<file path="src/rtl/alu_arbiter_if.sv">
// Request/response bus between the two ALU requesters and alu_arbiter.
// The slave modport is the arbiter side; the master modport is the requester side.
interface alu_arbiter_if;
  logic        req_valid0, req_valid1;
  logic        req_ready0, req_ready1;
  logic [31:0] req_a0, req_a1;
  logic [31:0] req_b0, req_b1;
  logic [3:0]  req_op0, req_op1;
  logic        rsp_valid0, rsp_valid1;
  logic        rsp_ready0, rsp_ready1;
  logic [31:0] rsp_result;
  logic        rsp_zf;
  logic        rsp_err;

  modport slave (
    input  req_valid0, req_valid1, req_a0, req_a1, req_b0, req_b1, req_op0, req_op1,
    input  rsp_ready0, rsp_ready1,
    output req_ready0, req_ready1,
    output rsp_valid0, rsp_valid1, rsp_result, rsp_zf, rsp_err
  );

  modport master (
    output req_valid0, req_valid1, req_a0, req_a1, req_b0, req_b1, req_op0, req_op1,
    output rsp_ready0, rsp_ready1,
    input  req_ready0, req_ready1,
    input  rsp_valid0, rsp_valid1, rsp_result, rsp_zf, rsp_err
  );
endinterface

</file>
<file path="src/rtl/alu_arbiter.sv">
// Round-robin sharing of one combinational ALU between two requesters, with op screening.
// Define ALU_ARB_STATS_EN to add saturating grant/error counters (grant_cnt0/1, err_cnt).
module alu_arbiter #(
    parameter int LAT_SIMPLE = 1,
    parameter int LAT_MUL    = 2,
    parameter int LAT_DIV    = 4
) (
    input  logic              clk,
    input  logic              rst_n,
    alu_arbiter_if.slave      bus,
    output logic [31:0]       A_ALU,
    output logic [31:0]       B_ALU,
    output logic [3:0]        sel_ALU,
    input  logic [31:0]       O_ALU
`ifdef ALU_ARB_STATS_EN
    ,
    output logic [15:0]       grant_cnt0,
    output logic [15:0]       grant_cnt1,
    output logic [15:0]       err_cnt
`endif
);

    localparam int CW = 8;

    typedef enum logic [1:0] {IDLE, EXEC, RESP} state_t;

    state_t        state, state_nxt;
    logic          last_grant, owner, grant, hs;
    logic [31:0]   sel_a, sel_b;
    logic [3:0]    sel_op;
    logic          op_illegal, op_div0;
    logic [CW-1:0] cnt, lat_load;
    logic [31:0]   result_q;
    logic          zf_q, err_q;

    always_comb begin
        grant = 1'b0;
        if (bus.req_valid0 && bus.req_valid1) grant = ~last_grant;
        else if (bus.req_valid1)              grant = 1'b1;

        hs     = (state == IDLE) && (bus.req_valid0 || bus.req_valid1);
        sel_a  = grant ? bus.req_a1  : bus.req_a0;
        sel_b  = grant ? bus.req_b1  : bus.req_b0;
        sel_op = grant ? bus.req_op1 : bus.req_op0;

        op_illegal = sel_op > 4'b1000;
        op_div0    = (sel_op == 4'b0011) && (sel_b == '0);

        case (sel_op)
            4'b0010: lat_load = CW'(LAT_MUL - 1);
            4'b0011: lat_load = CW'(LAT_DIV - 1);
            default: lat_load = CW'(LAT_SIMPLE - 1);
        endcase

        bus.req_ready0 = hs && !grant;
        bus.req_ready1 = hs && grant;
        bus.rsp_valid0 = (state == RESP) && !owner;
        bus.rsp_valid1 = (state == RESP) && owner;
        bus.rsp_result = result_q;
        bus.rsp_zf     = zf_q;
        bus.rsp_err    = err_q;

        state_nxt = state;
        case (state)
            IDLE:    if (hs) state_nxt = (op_illegal || op_div0) ? RESP : EXEC;
            EXEC:    if (cnt == '0) state_nxt = RESP;
            RESP:    if (owner ? bus.rsp_ready1 : bus.rsp_ready0) state_nxt = IDLE;
            default: state_nxt = IDLE;
        endcase
    end

    always_ff @(posedge clk or negedge rst_n) begin
        if (!rst_n) state <= IDLE;
        else        state <= state_nxt;
    end

    // Screened ops answer straight from IDLE and leave the ALU operand registers untouched.
    always_ff @(posedge clk or negedge rst_n) begin
        if (!rst_n) begin
            last_grant <= 1'b1;
            owner      <= 1'b0;
            A_ALU      <= '0;
            B_ALU      <= '0;
            sel_ALU    <= '0;
            cnt        <= '0;
            result_q   <= '0;
            zf_q       <= 1'b0;
            err_q      <= 1'b0;
        end else begin
            case (state)
                IDLE: if (hs) begin
                    last_grant <= grant;
                    owner      <= grant;
                    if (op_illegal) begin
                        result_q <= '0;
                        zf_q     <= 1'b1;
                        err_q    <= 1'b1;
                    end else if (op_div0) begin
                        result_q <= '1;
                        zf_q     <= 1'b0;
                        err_q    <= 1'b1;
                    end else begin
                        A_ALU   <= sel_a;
                        B_ALU   <= sel_b;
                        sel_ALU <= sel_op;
                        cnt     <= lat_load;
                    end
                end
                EXEC: begin
                    if (cnt == '0) begin
                        result_q <= O_ALU;
                        zf_q     <= (O_ALU == '0);
                        err_q    <= 1'b0;
                    end else begin
                        cnt <= cnt - CW'(1);
                    end
                end
                default: ;
            endcase
        end
    end

`ifdef ALU_ARB_STATS_EN
    always_ff @(posedge clk or negedge rst_n) begin
        if (!rst_n) begin
            grant_cnt0 <= '0;
            grant_cnt1 <= '0;
            err_cnt    <= '0;
        end else begin
            if (bus.req_ready0 && grant_cnt0 != 16'hFFFF) grant_cnt0 <= grant_cnt0 + 16'd1;
            if (bus.req_ready1 && grant_cnt1 != 16'hFFFF) grant_cnt1 <= grant_cnt1 + 16'd1;
            // Only screened ops enter RESP with an error; EXEC always clears it.
            if (hs && (op_illegal || op_div0) && err_cnt != 16'hFFFF) err_cnt <= err_cnt + 16'd1;
        end
    end
`endif

endmodule

</file>
<file path="src/flat_wrapper.sv">
// flat-port wrapper written by rule: the top's interface ports become plain ports
module alu_arbiter_flat 
#(
    parameter int LAT_SIMPLE = 1,
    parameter int LAT_MUL    = 2,
    parameter int LAT_DIV    = 4
)
  (clk, rst_n, A_ALU, B_ALU, sel_ALU, O_ALU, bus_req_valid0, bus_req_valid1, bus_req_a0, bus_req_a1, bus_req_b0, bus_req_b1, bus_req_op0, bus_req_op1, bus_rsp_ready0, bus_rsp_ready1, bus_req_ready0, bus_req_ready1, bus_rsp_valid0, bus_rsp_valid1, bus_rsp_result, bus_rsp_zf, bus_rsp_err);
  alu_arbiter_if bus_i ();
  input  logic clk;
  input  logic rst_n;
  output logic [31:0] A_ALU;
  output logic [31:0] B_ALU;
  output logic [3:0] sel_ALU;
  input  logic [31:0] O_ALU;
  input wire logic [$bits(bus_i.req_valid0)-1:0] bus_req_valid0;
  input wire logic [$bits(bus_i.req_valid1)-1:0] bus_req_valid1;
  input wire logic [$bits(bus_i.req_a0)-1:0] bus_req_a0;
  input wire logic [$bits(bus_i.req_a1)-1:0] bus_req_a1;
  input wire logic [$bits(bus_i.req_b0)-1:0] bus_req_b0;
  input wire logic [$bits(bus_i.req_b1)-1:0] bus_req_b1;
  input wire logic [$bits(bus_i.req_op0)-1:0] bus_req_op0;
  input wire logic [$bits(bus_i.req_op1)-1:0] bus_req_op1;
  input wire logic [$bits(bus_i.rsp_ready0)-1:0] bus_rsp_ready0;
  input wire logic [$bits(bus_i.rsp_ready1)-1:0] bus_rsp_ready1;
  output wire logic [$bits(bus_i.req_ready0)-1:0] bus_req_ready0;
  output wire logic [$bits(bus_i.req_ready1)-1:0] bus_req_ready1;
  output wire logic [$bits(bus_i.rsp_valid0)-1:0] bus_rsp_valid0;
  output wire logic [$bits(bus_i.rsp_valid1)-1:0] bus_rsp_valid1;
  output wire logic [$bits(bus_i.rsp_result)-1:0] bus_rsp_result;
  output wire logic [$bits(bus_i.rsp_zf)-1:0] bus_rsp_zf;
  output wire logic [$bits(bus_i.rsp_err)-1:0] bus_rsp_err;
  assign bus_i.req_valid0 = bus_req_valid0;
  assign bus_i.req_valid1 = bus_req_valid1;
  assign bus_i.req_a0 = bus_req_a0;
  assign bus_i.req_a1 = bus_req_a1;
  assign bus_i.req_b0 = bus_req_b0;
  assign bus_i.req_b1 = bus_req_b1;
  assign bus_i.req_op0 = bus_req_op0;
  assign bus_i.req_op1 = bus_req_op1;
  assign bus_i.rsp_ready0 = bus_rsp_ready0;
  assign bus_i.rsp_ready1 = bus_rsp_ready1;
  assign bus_req_ready0 = bus_i.req_ready0;
  assign bus_req_ready1 = bus_i.req_ready1;
  assign bus_rsp_valid0 = bus_i.rsp_valid0;
  assign bus_rsp_valid1 = bus_i.rsp_valid1;
  assign bus_rsp_result = bus_i.rsp_result;
  assign bus_rsp_zf = bus_i.rsp_zf;
  assign bus_rsp_err = bus_i.rsp_err;
  alu_arbiter #(.LAT_SIMPLE(LAT_SIMPLE), .LAT_MUL(LAT_MUL), .LAT_DIV(LAT_DIV)) u_core (.clk(clk), .rst_n(rst_n), .bus(bus_i), .A_ALU(A_ALU), .B_ALU(B_ALU), .sel_ALU(sel_ALU), .O_ALU(O_ALU));
endmodule
</file>
<file path="config.mk">
export PLATFORM = sky130hd
export DESIGN_NAME = alu_arbiter_flat
export DESIGN_NICKNAME = d
export VERILOG_FILES = /design/src/rtl/alu_arbiter_if.sv /design/src/rtl/alu_arbiter.sv /design/src/flat_wrapper.sv
export SDC_FILE = /design/constraint.sdc
export NUM_CORES = 1
export LEC_CHECK = 0
export CAP_MARGIN = 0
export CORE_MARGIN = 1
export CORE_UTILIZATION = 36
export CTS_CLUSTER_DIAMETER = 30
export DETAILED_ROUTE_END_ITERATION = 8
export GPL_ROUTABILITY_DRIVEN = 0
export PLACE_DENSITY_LB_ADDON = 0.2
export SLEW_MARGIN = 20
export SYNTH_ARGS = -nofsm -noshare
export SYNTH_HDL_FRONTEND = slang
export SYNTH_SLANG_ARGS = --single-unit
</file>
<file path="constraint.sdc">
create_clock -name clk -period 2.1 [get_ports clk]
set_input_delay 0.21 -clock clk [delete_from_list [all_inputs] [get_ports clk]]
set_output_delay 0.21 -clock clk [all_outputs]
set_load 0.02 [all_outputs]
</file>
==> metrics <==
largest net degree at the start of global routing=between 100 and 150; flip-flop and latch area=2850 sq um; Critical Path Stages=8; Setup crit end=u_core.cnt[4]$_DFFE_PN0P_; Worst path slowest cell=dfrtp_1; die width=~130 um; CP max stage delay=0.42 ns; hold_ws=0.414 ns; n_diodes=0; filler instances=1176; gr usage total=22.8%; area of the multi-input gates=2580 sq um; reg-to-reg endpoint=u_core.cnt[4]$_DFFE_PN0P_; Worst EP required=approximately 2.4 ns; Avg Cell Area, Syn=between 9 and 10 sq um; register area share after synthesis=between 50% and 60%; Post-DRT Antenna Nets=0; skew final=0.00799 ns; Slew Limit Fails=0; worst skew pair latency=between 0.4 and 0.5 ns; drt pass-1 iters=9; Worst R2R Start=u_core.cnt[0]$_DFFE_PN0P_; post-route cell area=between 9000 and 10000 sq um; DIE HEIGHT=between 100 and 150 um; clock-pin slew on the worst setup and hold paths=around 0.060 ns; Worst EP arrival=2.41 ns; Final Total Pwr=0.00615 W; CTS Buf Count=17; final worst-path cycle share=101%; clock buffer depth=2; routed via count=5562; CP Capture Type=flip-flop; Starting Density=approximately 37%; core area=~15000 sq um; Synth top area share=roughly half; IO Pins=280; Crit path max-delay family=simple AND/OR/NAND/NOR gates; HP Class=input pin to async pin; Worst-Margin Slew=around 0.63 ns; worst r2r path cells=8; vias in the first global route=5522; Hold Vio Cnt, Final=0; post-synth design cell area=~5500 sq um; CTS tree=done; most common cell after layout, fill and taps aside=clkdlybuf4s50_1; violated checks=design-rule violations, negative setup slack; dpl hpwl=between 10000 and 15000 um; met2 GRT Util=approximately two fifths; drt total wl=between 15000 and 20000 um; count of flip-flops with a built-in enable after synthesis=0; library cells used by synthesis=50; async set-reset flop share out of synthesis=between 90% and 100%; routed len/inst=about 17 um; P&R area growth vs syn=77.6%; post-DR vias/cell=5.13; top cells by area, synth=dfrtp_1, mux2i_1, nand2_1; Setup-failing EPs final=1; fmax=472 MHz; final worst path period need=2.12 ns; initial antenna violation count=0; final setup margin=-0.0201 ns; layout cell share with drive strength beyond 1=roughly an eighth; Worst setup SP type=flip-flop; first-pass GRT wire length=28100 um; post-synth top area cell=dfrtp_1; worst vdd ir=around 0.38 mV; drt drc=23; Top Usage Layer GRT=met2; Yosys reg bits=between 100 and 150; Area after DPL=8780 sq um; max cap viols=0; ys flop type=dfrtp_1; number of placement rows=44; Root Driver=clkbuf_16; GRT overflow=0; Buf/Inv on CP=2; status=complete, but fails checks; I/O Buffers=between 200 and 300; most frequent cells in the layout=clkdlybuf4s50_1, dfrtp_1, nand2_1, o21ai_0, mux2i_1; Leak Pwr=approximately 4.3 nW; worst path cell trace=inv_2 > ha_2 > nand2_2 > or2_4 > nor3_1 > buf_4 > a2111oi_2 > a311o_1; Synth Net Count=roughly 740; setup repair after global routing missed its margin=true; relative slew slack=about 58%; DR iter-0 viols=approximately 270; die area=around 16000 sq um; Crit Path Max Fanout=5; Syn Inst Count=567; CTS Sinks=~110; met3 GRT Util=between 5 and 6%; R2R Setup Slk=-0.02 ns; Power Dens Cells=628 nW/um^2; Yosys Warn Count=0; CTS H-tree lvls=4; GR met1 Demand/Resource=a little over a quarter; Post-layout nets=between 1k and 1.5k; Crit Path Category=flip-flop to flip-flop; worst setup path startpoint=u_core.cnt[0]$_DFFE_PN0P_
-- cells in the mapped netlist (6+ instances only) --
cell type / instances
mux2i_1: 70
nor2_1: 9
buf_2: 11
nand2_1: 106
o21ai_1: 25
buf_4: 6
dfrtp_1: 113
a21oi_1: 40
clkbuf_1: 20
nor4_1: 25
o21ai_0: 77
inv_1: 7
-- layer usage --
layer	wire [um]	share of wire (%)	vias to the layer above
li1	-	-	2679
met1	7370	40	2644
met2	9370	51	216
met3	1370	7.4	23
met4	297	1.6	0
met5	0	0	-
-- worst min-delay path, cell delays in order --
cell and delay, ns:
dlygate4sd3_1 0.53, buf_4 0.12, buf_12 0.44
-- layout make-up --
type | count | area share [%]
Inverter | 7 | 0.269
Clock buffer | 18 | 4.49
Timing Repair Buffer | 340 | 35.0
Tap cell | 184 | 2.35
Clock inverter | 14 | 2.41
Multi-Input combinational cell | 408 | 26.3
Sequential cell | 114 | 29.2
-- worst min-delay path by stage --
stage	startpoint	endpoint	slack (ns)	depth (start not counted)
6_report	rst_n	u_core.B_ALU[12]$_DFFE_PN0P_	0.41	3
5_1_grt	bus_req_a0[3]	u_core.A_ALU[3]$_DFFE_PN0P_	0.43	3
4_1_cts	bus_req_a0[3]	u_core.A_ALU[3]$_DFFE_PN0P_	0.42	3
3_5_place_dp	rst_n	u_core.B_ALU[6]$_DFFE_PN0P_	0.35	2
3_3_place_gp	rst_n	u_core.B_ALU[10]$_DFFE_PN0P_	0.35	2
2_1_floorplan	rst_n	u_core.A_ALU[0]$_DFFE_PN0P_	-0.09	0
-- timing repair --
action                     4_1_cts  5_1_grt
setup endpoints to repair      109       92
buffers inserted                 3        6
gates cloned                     1        4
hold endpoints to repair       113        0
resized for setup               12       15
hold buffers                     1        0
pin swaps                        1        7
-- per-stage QoR --
stage	setup TNS (ns)	utilization [%]	setup slack, ns	std cells
after detailed placement	-53.25	59.5	-0.547	1038
after floorplan	0	-	0.106	567
final	-0.0201	66.3	-0.0201	1085
after CTS	0	64.9	0.00349	1075
after global routing	-0.404	66.3	-0.114	1085
after global placement	-53.97	59.5	-0.544	1038
-- registers in the layout, indices dropped and copies added, names as in the netlist --
| register | cells |
|---|---|
| u_core.owner | 1 |
| u_core.state | 2 |
| u_core.bus.rsp_result | 32 |
| u_core.A_ALU | 32 |
| u_core.last_grant | 1 |
| u_core.sel_ALU | 4 |
| u_core.bus.rsp_zf | 1 |
| u_core.bus.rsp_err | 1 |
| u_core.B_ALU | 32 |
| u_core.cnt | 8 |
-- logic make-up after synthesis --
logic type,count (synthesis),synth area share [%]
compound gates,164,16.3
fa+ha+maj,1,0.227
simple gates,170,14.6
mux,72,13.1
buf+inv,46,3.93
flops,114,51.8
-- power by group --
group          internal, W  switching, W
Clock              0.00225       0.00105
Sequential         0.00220             0
Combinational     0.000411      0.000235
Note: power is estimated with default switching activity, not from simulation.
